==> config.mk <==
export PLATFORM = sky130hd
export DESIGN_NAME = spi_xfer_seq
export DESIGN_NICKNAME = d
export VERILOG_FILES = /design/src/rtl/spi_xfer_pkg.sv /design/src/rtl/spi_sync_fifo.sv /design/src/rtl/spi_xfer_seq.sv
export SDC_FILE = /design/constraint.sdc
export NUM_CORES = 1
export LEC_CHECK = 0
export BUFFER_PORTS_ARGS = -buffer_cell sky130_fd_sc_hd__buf_2
export CORE_ASPECT_RATIO = 0.9
export CORE_MARGIN = 1
export CORE_UTILIZATION = 46
export CTS_CLUSTER_SIZE = 40
export DETAILED_ROUTE_END_ITERATION = 6
export PLACE_DENSITY = 0.72
export SLEW_MARGIN = 10
export SYNTH_ARGS = -nofsm -noshare
export SYNTH_HDL_FRONTEND = slang
export SYNTH_HIERARCHICAL = 1
export SYNTH_SLANG_ARGS = --single-unit
==> constraint.sdc <==
create_clock -name clk -period 3.6 [get_ports clk]
set_input_delay 0.36 -clock clk [delete_from_list [all_inputs] [get_ports clk]]
set_output_delay 0.36 -clock clk [all_outputs]
set_load 0.05 [all_outputs]
==> src/rtl/spi_xfer_pkg.sv <==
// rtl/spi_xfer_pkg.sv - shared state encoding and constants for the SPI word sequencer
package spi_xfer_pkg;

  typedef enum logic [2:0] {
    IDLE,
    LOAD,
    GO,
    ARM,
    RUN,
    CAPT
  } xfer_state_e;

  localparam logic [3:0] BYTE_SEL_ALL = 4'hF;
  localparam int         XFER_CNT_W   = 16;

endpackage

==> src/rtl/spi_sync_fifo.sv <==
// rtl/spi_sync_fifo.sv - first-word fall-through circular FIFO with wrap-bit pointers
module spi_sync_fifo #(
  parameter int DATA_W = 32,
  parameter int DEPTH  = 4,
  parameter int LVL_W  = $clog2(DEPTH) + 1
) (
  input  logic              clk,
  input  logic              rst,
  input  logic              push,
  input  logic [DATA_W-1:0] push_data,
  input  logic              pop,
  output logic              full,
  output logic              empty,
  output logic [LVL_W-1:0]  level,
  output logic [DATA_W-1:0] head
);

  localparam int IDX_W = LVL_W - 1;

  logic [DATA_W-1:0] mem_q [DEPTH];
  logic [DATA_W-1:0] mem_d [DEPTH];
  logic [LVL_W-1:0]  wr_ptr_q, wr_ptr_d;
  logic [LVL_W-1:0]  rd_ptr_q, rd_ptr_d;
  logic              do_push, do_pop;

  // Equal index with differing wrap bits means the writer has lapped the reader.
  assign full    = (wr_ptr_q[IDX_W] != rd_ptr_q[IDX_W]) &&
                   (wr_ptr_q[IDX_W-1:0] == rd_ptr_q[IDX_W-1:0]);
  assign empty   = (wr_ptr_q == rd_ptr_q);
  assign level   = wr_ptr_q - rd_ptr_q;
  assign head    = mem_q[rd_ptr_q[IDX_W-1:0]];
  assign do_push = push && !full;
  assign do_pop  = pop && !empty;

  always_comb begin
    mem_d    = mem_q;
    wr_ptr_d = wr_ptr_q;
    rd_ptr_d = rd_ptr_q;
    if (do_push) begin
      mem_d[wr_ptr_q[IDX_W-1:0]] = push_data;
      wr_ptr_d = wr_ptr_q + 1'b1;
    end
    if (do_pop) begin
      rd_ptr_d = rd_ptr_q + 1'b1;
    end
  end

  always_ff @(posedge clk) begin
    if (rst) begin
      wr_ptr_q <= '0;
      rd_ptr_q <= '0;
      for (int i = 0; i < DEPTH; i++) begin
        mem_q[i] <= '0;
      end
    end else begin
      wr_ptr_q <= wr_ptr_d;
      rd_ptr_q <= rd_ptr_d;
      mem_q    <= mem_d;
    end
  end

endmodule

==> src/rtl/spi_xfer_seq.sv <==
// rtl/spi_xfer_seq.sv - queues words into the SPI shift register and collects its results
module spi_xfer_seq
  import spi_xfer_pkg::*;
#(
  parameter int DATA_W = 32,
  parameter int DEPTH  = 4,
  parameter int LVL_W  = $clog2(DEPTH) + 1
) (
  input  logic                  clk,
  input  logic                  rst,
  input  logic                  enable,
  input  logic                  tx_valid,
  output logic                  tx_ready,
  input  logic [DATA_W-1:0]     tx_data,
  output logic                  rx_valid,
  input  logic                  rx_ready,
  output logic [DATA_W-1:0]     rx_data,
  output logic                  sh_latch,
  output logic [3:0]            sh_byte_sel,
  output logic [DATA_W-1:0]     sh_p_in,
  output logic                  sh_go,
  input  logic                  sh_tip,
  input  logic [DATA_W-1:0]     sh_p_out,
  output logic                  busy,
  output logic [LVL_W-1:0]      tx_level,
  output logic [LVL_W-1:0]      rx_level,
  output logic [XFER_CNT_W-1:0] xfer_cnt
);

  xfer_state_e           state_q, state_d;
  logic [DATA_W-1:0]     p_in_q, p_in_d;
  logic [XFER_CNT_W-1:0] xfer_cnt_q, xfer_cnt_d;

  logic              tx_full, tx_empty, tx_pop;
  logic              rx_full, rx_empty, rx_push;
  logic [DATA_W-1:0] tx_head;

  spi_sync_fifo #(.DATA_W(DATA_W), .DEPTH(DEPTH), .LVL_W(LVL_W)) u_tx_fifo (
    .clk       (clk),
    .rst       (rst),
    .push      (tx_valid),
    .push_data (tx_data),
    .pop       (tx_pop),
    .full      (tx_full),
    .empty     (tx_empty),
    .level     (tx_level),
    .head      (tx_head)
  );

  spi_sync_fifo #(.DATA_W(DATA_W), .DEPTH(DEPTH), .LVL_W(LVL_W)) u_rx_fifo (
    .clk       (clk),
    .rst       (rst),
    .push      (rx_push),
    .push_data (sh_p_out),
    .pop       (rx_ready),
    .full      (rx_full),
    .empty     (rx_empty),
    .level     (rx_level),
    .head      (rx_data)
  );

  assign tx_ready = !tx_full;
  assign rx_valid = !rx_empty;
  assign busy     = (state_q != IDLE);
  assign xfer_cnt = xfer_cnt_q;

  always_comb begin
    state_d     = state_q;
    p_in_d      = p_in_q;
    xfer_cnt_d  = xfer_cnt_q;
    sh_latch    = 1'b0;
    sh_go       = 1'b0;
    sh_byte_sel = '0;
    sh_p_in     = '0;
    tx_pop      = 1'b0;
    rx_push     = 1'b0;
    unique case (state_q)
      // Requiring RX space up front means CAPT can never overflow.
      IDLE: begin
        if (enable && !tx_empty && !rx_full && !sh_tip) begin
          state_d = LOAD;
        end
      end
      LOAD: begin
        sh_latch    = 1'b1;
        sh_byte_sel = BYTE_SEL_ALL;
        sh_p_in     = tx_head;
        p_in_d      = tx_head;
        tx_pop      = 1'b1;
        state_d     = GO;
      end
      GO: begin
        sh_go       = 1'b1;
        sh_byte_sel = BYTE_SEL_ALL;
        sh_p_in     = p_in_q;
        state_d     = ARM;
      end
      ARM: begin
        if (sh_tip) begin
          state_d = RUN;
        end
      end
      RUN: begin
        if (!sh_tip) begin
          state_d = CAPT;
        end
      end
      CAPT: begin
        rx_push    = 1'b1;
        xfer_cnt_d = xfer_cnt_q + 1'b1;
        state_d    = IDLE;
      end
      default: state_d = IDLE;
    endcase
  end

  always_ff @(posedge clk) begin
    if (rst) begin
      state_q    <= IDLE;
      p_in_q     <= '0;
      xfer_cnt_q <= '0;
    end else begin
      state_q    <= state_d;
      p_in_q     <= p_in_d;
      xfer_cnt_q <= xfer_cnt_d;
    end
  end

endmodule

==> metrics.md, run 1 <==
| Metric | Value |
|---|---|
| Max-slew headroom | 0.466 |
| Antenna Nets Post-Route | 0 |
| Maxcap violations | 0 |
| Fmax | 349 MHz |
| Bufs on Longest Clock Path | 3 |
| Most frequent cells in the layout | nand2_1 (461), dfxtp_1 (317), mux2i_1 (256), buf_2 (164), mux4_2 (64) |
| # nets final | 1615 |
| WP data required | 3240 ps |
| Initial DRT Pass Iterations | 5 |
| CORE AREA | 30000 um2 |
| Die X | 187 um |
| Area Growth Syn to Fin | 15.3% |
| RSZ-0062 raised after global routing | false |
| Post-CTS setup buffers | 0 |
| Synth Instances | 1406 |
| Util after Layout | 0.543 |
| Synthesized cell area | 14100 um2 |
| Avg Synthesized Cell Area | 10.1 um2 |
| Critical path type | reg2out |
| Peak supply drop | 0.000321 V |
| Hold Vio Cnt, Final | 0 |
| Layout cells sized above 1 | 0.214 |
| Vias in the first global route | 10000 |
| Ranking of synthesized cells by area | dfxtp_1 (45%), mux2i_1 (18%), nand2_1 (12%), mux4_2 (10%), clkbuf_1 (1.7%) |
| Drt initial violations | 705 |
| CTS tree | yes |
| Routed WL | 32900 um |
| Total track usage | 0.207 |
| DRC viols | 0 |
| Final RePlAce weighted congestion | 0.808 |
| Global route overflow | 0 |
| Final period util | 0.796 |
| XOR/XNOR share of the synthesized area | 0.0110 |
| Row count | 60 |
| Cts hold-fix bufs | 0 |
| P_leak | 7.54 nW |
| Initial antenna violation count | 1 |
| Routed via count | 10300 |
| Post-DP Area | 15200 um2 |
| Period minus WS final | 2870 ps |
| Simple-Gate Fraction of Synth Area | 0.153 |
| Crit path max fanout | 24 |
| Critical Path Start Type | flop |
| Power Total | 7.72 mW |
| Actual slew at the worst max-slew pin | 797 ps |
| Commonest non-fill, non-tap cell in the layout | nand2_1 |
| Pwr per Cell Area | 474 nW/um2 |
| Dpl hpwl | 21600 um |
| Synth Area in Adders | 0.0161 |
| Post-synthesis compound-gate area fraction | 0.0339 |
| Total number of H-tree levels | 2 |
| Root buf cell | clkbuf_16 |
| Hold crit path type | in2reg |
| WHS | 164 ps |
| Worst-path clk slew | 60 ps |
| Vias/cell | 5.27 |
| Pin count of the biggest net entering global routing | 103 |
| Register area share after synthesis | 0.452 |
| Die height | 168 um |
| Clock Sinks | 319 |
| Worst skew pair latency | 520 ps |
| Status | complete, no violations |
| Setup TNS | 0 ps |
| Total CTS buffers | 34 |
| Final Cell Area | 16300 um2 |
| First-pass GRT wire length | 52700 um |
| Ys Warns | 6 |
| Synth area leader | dfxtp_1 |
| Skew final | 21.9 ps |
| Worst setup EP type | output pin |
| Slew Limit Fails | 0 |
| DIE AREA | 31400 um2 |
| # IOs | 165 |
| Mux contribution to synthesized area | 0.289 |
| Synth top area share | 0.452 |
| Final setup violation count | 0 |
| Largest family of logic cells by synthesized area | multiplexers |
| Port Buffers | 164 |
| Syn_nets | 1493 |
| Worst R2R Setup Slack | 1180 ps |
| Initial Utilization | 0.471 |
| WP data arrival | 2510 ps |
| Cell variety after synth | 50 |
| Wirelength per Cell | 16.9 um |
| Resized cells post-CTS | 0 |
| Ant. Diodes | 0 |
| FF+latch count, synth | 319 |
stage by stage:
step | worst slack [ps] | instances
after floorplan | 977 | 1406
after global placement | 1270 | 1895
after detailed placement | 1180 | 1895
after CTS | 716 | 1952
after global routing | 545 | 1952
final | 733 | 1952
state kept, by name, indices dropped and copies added (netlist names):
signal	cells
p_in_q	32
state_q	3
u_rx_fifo/mem_q	128
u_rx_fifo/rd_ptr_q	3
u_rx_fifo/wr_ptr_q	3
u_tx_fifo/mem_q	128
u_tx_fifo/rd_ptr_q	3
u_tx_fifo/wr_ptr_q	3
xfer_cnt	16
logic make-up (layout without fill, tap and decap cells):
| kind of cell | count (synthesis) | in the layout |
|---|---|---|
| muxes | 327 | 327 |
| xor gates and xnor gates | 16 | 16 |
| and+or+nand+nor | 536 | 536 |
| AOI/OAI and AO/OA | 71 | 71 |
| DFF | 319 | 319 |
| adders and majority gates | 17 | 17 |
| buffers and inverters | 120 | 263 |
worst max-delay path: stages (launching register included):
cell and delay, ps:
dfxtp_1 570, nor2_1 90, nand2_1 100, clkinv_1 450, buf_12 360, nand2_1 100
nand2_1 90, buf_2 230
per-layer routing:
metal,global-route usage,part of all wire,up-vias
met1,0.284,0.47,4979
met5,0,0.00039,-
met3,0.0354,0.046,50
li1,-,-,5036
met2,0.333,0.46,227
met4,0.0666,0.023,2
power breakdown:
| part | leakage, nW | internal (mW) | switching (mW) | total, mW |
|---|---|---|---|---|
| clock network | 0.547 | 2.04 | 1.41 | 3.45 |
| registers | 2.58 | 3.61 | 0.0447 | 3.65 |
| logic | 4.42 | 0.207 | 0.413 | 0.620 |
| total | 7.54 | 5.86 | 1.87 | 7.72 |
final cells by class:
cell class / count / area [um2]
clock inverters: 7 / 86.3
well taps: 403 / 504
clock buffers: 50 / 1020
repair buffers: 185 / 1040
fillers: 2616 / 13700
multi-input cells: 967 / 7180
flip-flops and latches: 319 / 6390
inverters: 21 / 83.8
synthesized netlist by cell type (all sizes together):
| master | count |
|---|---|
| dfxtp | 319 |
| o21ai | 5 |
| nand2 | 461 |
| a32oi | 1 |
| nor2b | 6 |
| mux2 | 7 |
| inv | 20 |
| xnor2 | 10 |
| a21oi | 38 |
| clkbuf | 63 |
| or2 | 2 |
| o31ai | 5 |
| nand4 | 6 |
| and4b | 1 |
| a21boi | 8 |
| nor3b | 1 |
| nand3b | 2 |
| ha | 15 |
| mux2i | 256 |
| nand4b | 2 |
| or3 | 3 |
| nor3 | 3 |
| nor4 | 5 |
| a2bb2oi | 1 |
| mux4 | 64 |
| a211o | 2 |
| o211ai | 6 |
| o41ai | 1 |
| clkinv | 1 |
| buf | 36 |
| xor2 | 6 |
| nor2 | 29 |
| and2 | 6 |
| or4 | 2 |
| fa | 2 |
| and3 | 1 |
| nand3 | 6 |
| o2111ai | 4 |
path summary, 6_finish.rpt:
kind | startpoint | end | cells after the start
worst max-delay path | state_q[2] | sh_p_in[6] | 7
worst min-delay path | sh_p_out[16] | u_rx_fifo/mem_q[16] | 3
worst max register to register | u_tx_fifo/wr_ptr_q[0] | u_tx_fifo/mem_q[16] | 6
worst min register to register | u_tx_fifo/mem_q[88] | u_tx_fifo/mem_q[88] | 2
(Power assumes the default switching activity.)
==> inputs of run 2 (changes only) <==
clock period = 2.8 ns   (was 3.6 ns; I/O delays follow)
==> metrics.md, run 2 (same netlist as run 1, synthesis figures left out) <==
| Metric | Value |
|---|---|
| Critical path origin | u_rx_fifo/rd_ptr_q[1] |
| Crit path max fanout | 9 |
| Initial antenna violation count | 2 |
| Fmax | 389 MHz |
| Largest regs | u_rx_fifo/mem_q (128), u_tx_fifo/mem_q (128), p_in_q (32) |
| Global route overflow | 0 |
| Skew final | 23.3 ps |
| First-pass GRT wire length | 54500 um |
| # IOs | 165 |
| P_leak | 7.67 nW |
| Status | complete, no violations |
| CORE AREA | 30000 um2 |
| Cts hold-fix bufs | 0 |
| Clock Sinks | 319 |
| Total CTS buffers | 35 |
| CTS tree | yes |
| DIE AREA | 31400 um2 |
| Bufs on Longest Clock Path | 3 |
| Post-DP Area | 15400 um2 |
| Hold crit path type | in2reg |
| Total number of H-tree levels | 2 |
| Final period util | 0.918 |
| CP cell instances | inv_1 -> ha_1 -> nand2_1 -> nor2_1 -> inv_1 -> buf_2 |
| Vias/cell | 5.29 |
| Worst skew pair latency | 520 ps |
| # nets final | 1625 |
| Hold Path Depth | 2 |
| Antenna Nets Post-Route | 0 |
| Actual slew at the worst max-slew pin | 793 ps |
| Wire length on met1 | 15900 um |
| Setup TNS | 0 ps |
| Total track usage | 0.213 |
| Hold Startpoint | rst |
| Vias in the first global route | 10600 |
| Root buf cell | clkbuf_16 |
| Layout cells sized above 1 | 0.221 |
| DR WL met2 | 15500 um |
| Initial Utilization | 0.471 |
| Fillcell total | 2643 |
| Routed wl met3 | 1490 um |
| Final Cell Area | 16600 um2 |
| Largest stage delay, worst path | 510 ps |
| Worst setup EP type | output pin |
| Port Buffers | 164 |
| Dpl hpwl | 22100 um |
| Final setup violation count | 0 |
| Period minus WS final | 2570 ps |
| CP most frequent cell | inv_1 |
| Die height | 168 um |
| Worst-path clk slew | 60 ps |
| WP data required | 2520 ps |
| Cell count of the worst reg-to-reg path | 6 |
| Critical Path Start Type | flop |
| Max-slew headroom | 0.471 |
| Pwr per Cell Area | 619 nW/um2 |
| Crit-path slowest cell | dfxtp_2 |
| Reg-to-reg critical path startpoint | u_rx_fifo/rd_ptr_q[1] |
| WP data arrival | 2290 ps |
| Row count | 60 |
| Maxcap violations | 0 |
| Critical path type | reg2out |
| Slew Limit Fails | 0 |
| Power Total | 10.3 mW |
| Most frequent cells in the layout | nand2_1 (461), dfxtp_1 (317), mux2i_1 (256), buf_2 (164), mux4_2 (64) |
| Highest routed layer | met4 |
| Routed WL | 33700 um |
| Wirelength per Cell | 17.1 um |
| DRC viols | 0 |
| Routed via count | 10400 |
| Pin count of the biggest net entering global routing | 70 |
| Final RePlAce weighted congestion | 0.791 |
| RSZ-0062 raised after global routing | false |
| Area Growth Syn to Fin | 17.2% |
| Hold Vio Cnt, Final | 0 |
| Commonest non-fill, non-tap cell in the layout | nand2_1 |
| Initial DRT Pass Iterations | 5 |
| Peak supply drop | 0.000396 V |
| Drt initial violations | 586 |
| Die X | 187 um |
## run 2: layer usage
| metal | vias to the layer above | global-route usage |
|---|---|---|
| li1 | 5055 | - |
| met1 | 5045 | 0.291 |
| met2 | 253 | 0.347 |
| met3 | 56 | 0.0336 |
| met4 | 0 | 0.0681 |
| met5 | - | 0 |
## run 2: final cells by class
cell class / count / area, um2 / share of cell area
multi-input cells: 967 / 7180 / 0.433
flip-flops and latches: 319 / 6390 / 0.385
repair buffers: 194 / 1210 / 0.0729
diodes: 3 / 7.51 / 0.000453
clock buffers: 50 / 1050 / 0.0636
well taps: 403 / 504 / 0.0304
inverters: 21 / 85.1 / 0.00513
clock inverters: 9 / 145 / 0.00876
## run 2: final timing paths
| path | endpoint | slack (ps) |
|---|---|---|
| worst max-delay path | rx_valid | 230 |
| worst min-delay path | p_in_q[6] | 60 |
| worst max register to register | u_rx_fifo/wr_ptr_q[2] | 510 |
| worst min register to register | u_tx_fifo/mem_q[77] | 450 |
## run 2: power by group
group | switching, mW | internal (mW)
Clock | 1.84 | 2.90
Combinational | 0.537 | 0.286
Sequential | 0.0565 | 4.64
Total | 2.44 | 7.82
## run 2: worst max-delay path: cells and delay by family (launching register included)
| family | cells | cell delay [ps] |
|---|---|---|
| flip-flops | 1 | 510 |
| adder cells (fa/ha/maj) | 1 | 310 |
| buffers and inverters | 3 | 500 |
| AND/OR/NAND/NOR | 2 | 470 |
## run 2: metrics by stage
| step | hold slack [ps] | std cells | util | setup slack (ps) |
|---|---|---|---|---|
| finish | 57.4 | 1966 | 0.552 | 229 |
| floorplan | 432 | 1406 | - | 257 |
| CTS | 44.7 | 1963 | 0.552 | 184 |
| global route | 59.7 | 1964 | 0.552 | 75.1 |
| detailed placement | 445 | 1904 | 0.512 | 495 |
| global placement | 438 | 1904 | 0.512 | 492 |
## run 2: timing repair
item,CTS,global route
setup buffers,0,0
resized for setup,1,0
hold endpoints to repair,0,0
setup endpoints to repair,4,0
==> inputs of run 3 (changes only) <==
GPL_TIMING_DRIVEN = 0   (was unset)
==> metrics.md, run 3 (same netlist as run 1, synthesis figures left out) <==
| Metric | Value |
|---|---|
| Fmax | 368 MHz |
| # IOs | 165 |
| Clock Sinks | 319 |
| Commonest non-fill, non-tap cell in the layout | nand2_1 |
| Layout cells sized above 1 | 0.220 |
| Dpl hpwl | 25700 um |
| Final Cell Area | 16700 um2 |
| Cts hold-fix bufs | 0 |
| DRC viols | 0 |
| Hold crit path type | in2reg |
| Most frequent cells in the layout | nand2_1 (459), dfxtp_1 (319), mux2i_1 (256), buf_2 (169), mux4_2 (64) |
| Final setup violation count | 0 |
| Critical path type | reg2out |
| Initial Utilization | 0.471 |
| Die height | 168 um |
| Seq pwr share | 0.448 |
| Total number of H-tree levels | 2 |
| Power Total | 10.5 mW |
| Final period util | 0.971 |
| Drt initial violations | 653 |
| Row count | 60 |
| Hold Vio Cnt, Final | 0 |
| Pin count of the biggest net entering global routing | 15 |
| Initial DRT Pass Iterations | 5 |
| Vias/cell | 5.34 |
| Global route overflow | 0 |
| Total CTS buffers | 34 |
| WP data arrival | 2440 ps |
| Comb power frac | 0.082 |
| Wirelength per Cell | 17.9 um |
| Worst setup EP type | output pin |
| Bufs on Longest Clock Path | 3 |
| Crit path max fanout | 10 |
| Vias in the first global route | 10800 |
| Switching share of power | 0.237 |
| Largest regs | u_rx_fifo/mem_q (128), u_tx_fifo/mem_q (128), p_in_q (32) |
| RSZ-0062 raised after global routing | true |
| P_leak | 7.78 nW |
| CORE AREA | 30000 um2 |
| Worst-path clk slew | 60 ps |
| Port Buffers | 163 |
| Post-DP Area | 15500 um2 |
| Maxcap violations | 0 |
| WHS | 87.9 ps |
| Max-slew headroom | 0.575 |
| Internal Power | 7.99 mW |
| WP data required | 2520 ps |
| CTS tree | yes |
| Actual slew at the worst max-slew pin | 638 ps |
| Hold Startpoint | tx_data[28] |
| Critical path origin | u_tx_fifo/rd_ptr_q[1] |
| Ant. Diodes | 0 |
| Peak supply drop | 0.000497 V |
| Reg-to-reg critical path startpoint | u_tx_fifo/rd_ptr_q[1] |
| # nets final | 1692 |
| Post-CTS setup buffers | 0 |
| Total track usage | 0.231 |
| First-pass GRT wire length | 57500 um |
| Critical Path Start Type | flop |
| Pwr per Cell Area | 625 nW/um2 |
| Routed via count | 10900 |
| Period minus WS final | 2720 ps |
| Skew final | 23.8 ps |
| NetSw | 2.48 mW |
| Status | complete, no violations |
| Clock share of power | 0.470 |
| Antenna Nets Post-Route | 0 |
| Root buf cell | clkbuf_16 |
| Initial antenna violation count | 0 |
| Die X | 187 um |
| Routed WL | 36400 um |
| Area Growth Syn to Fin | 18.4% |
| Worst skew pair latency | 520 ps |
| DIE AREA | 31400 um2 |
| Slew Limit Fails | 0 |
| Final RePlAce weighted congestion | 0.851 |
run 3: changes by cell type in the layout (fill, tap and decap cells not counted), moves of 5 or more:
cell	change
buf_6	+14
buf_4	-6
clkbuf_1	+52
buf_12	-9
buf_2	+5
clkbuf_2	+12
run 3: worst paths after layout:
| check | to | slack [ps] | depth (start not counted) |
|---|---|---|---|
| setup / recovery | sh_p_in[13] | 80 | 6 |
| hold / removal | u_tx_fifo/mem_q[124] | 90 | 3 |
| setup reg to reg | u_tx_fifo/mem_q[2] | 230 | 8 |
| hold reg to reg | p_in_q[26] | 450 | 2 |
run 3: repair_timing:
action,4_1_cts,5_1_grt
setup endpoints to repair,174,46
resized for setup,15,17
cloned,0,0
run 3: per-layer routing:
metal,part of all wire,GRT usage
met2,0.46,0.375
met3,0.057,0.0386
met5,0,0
met4,0.030,0.0841
met1,0.45,0.309
run 3: through the flow:
stage / util / TNS (ps) / std cells / setup WS, ps
floorplan: - / 0 / 1406 / 257
global placement: 0.515 / -4700 / 1972 / -67.7
detailed placement: 0.515 / -9470 / 1972 / -156
CTS: 0.557 / 0 / 2032 / 17.0
global route: 0.558 / -160 / 2032 / -54.6
finish: 0.558 / 0 / 2032 / 81.8
run 3: power groups by stage:
stage / clock network [mW] / registers, mW / logic (mW)
after detailed placement: 0 / 4.79 / 0.844
after CTS: 5.00 / 4.69 / 0.853
after global routing: 5.20 / 4.69 / 0.915
after floorplan: 0 / 4.77 / 0.581
final: 4.92 / 4.69 / 0.862
after global placement: 0 / 4.78 / 0.831
run 3: final cells by class:
cell class                      instances  area [um2]
Clock inverter                         11         228
Timing Repair Buffer                  163         818
Inverter                               21        78.8
Multi-Input combinational cell        967        7110
Sequential cell                       319        6390
Tap cell                              403         504
Fill cell                            2641       13300
Clock buffer                           49        1010
Buffer                                 99         611
run 3: worst max-delay path, cell delays in order (launching register included):
cell and delay, ps:
dfxtp_1 350, clkbuf_2 250, buf_4 290, mux4_2 560
nand2_1 100, nand2_1 130, buf_2 240
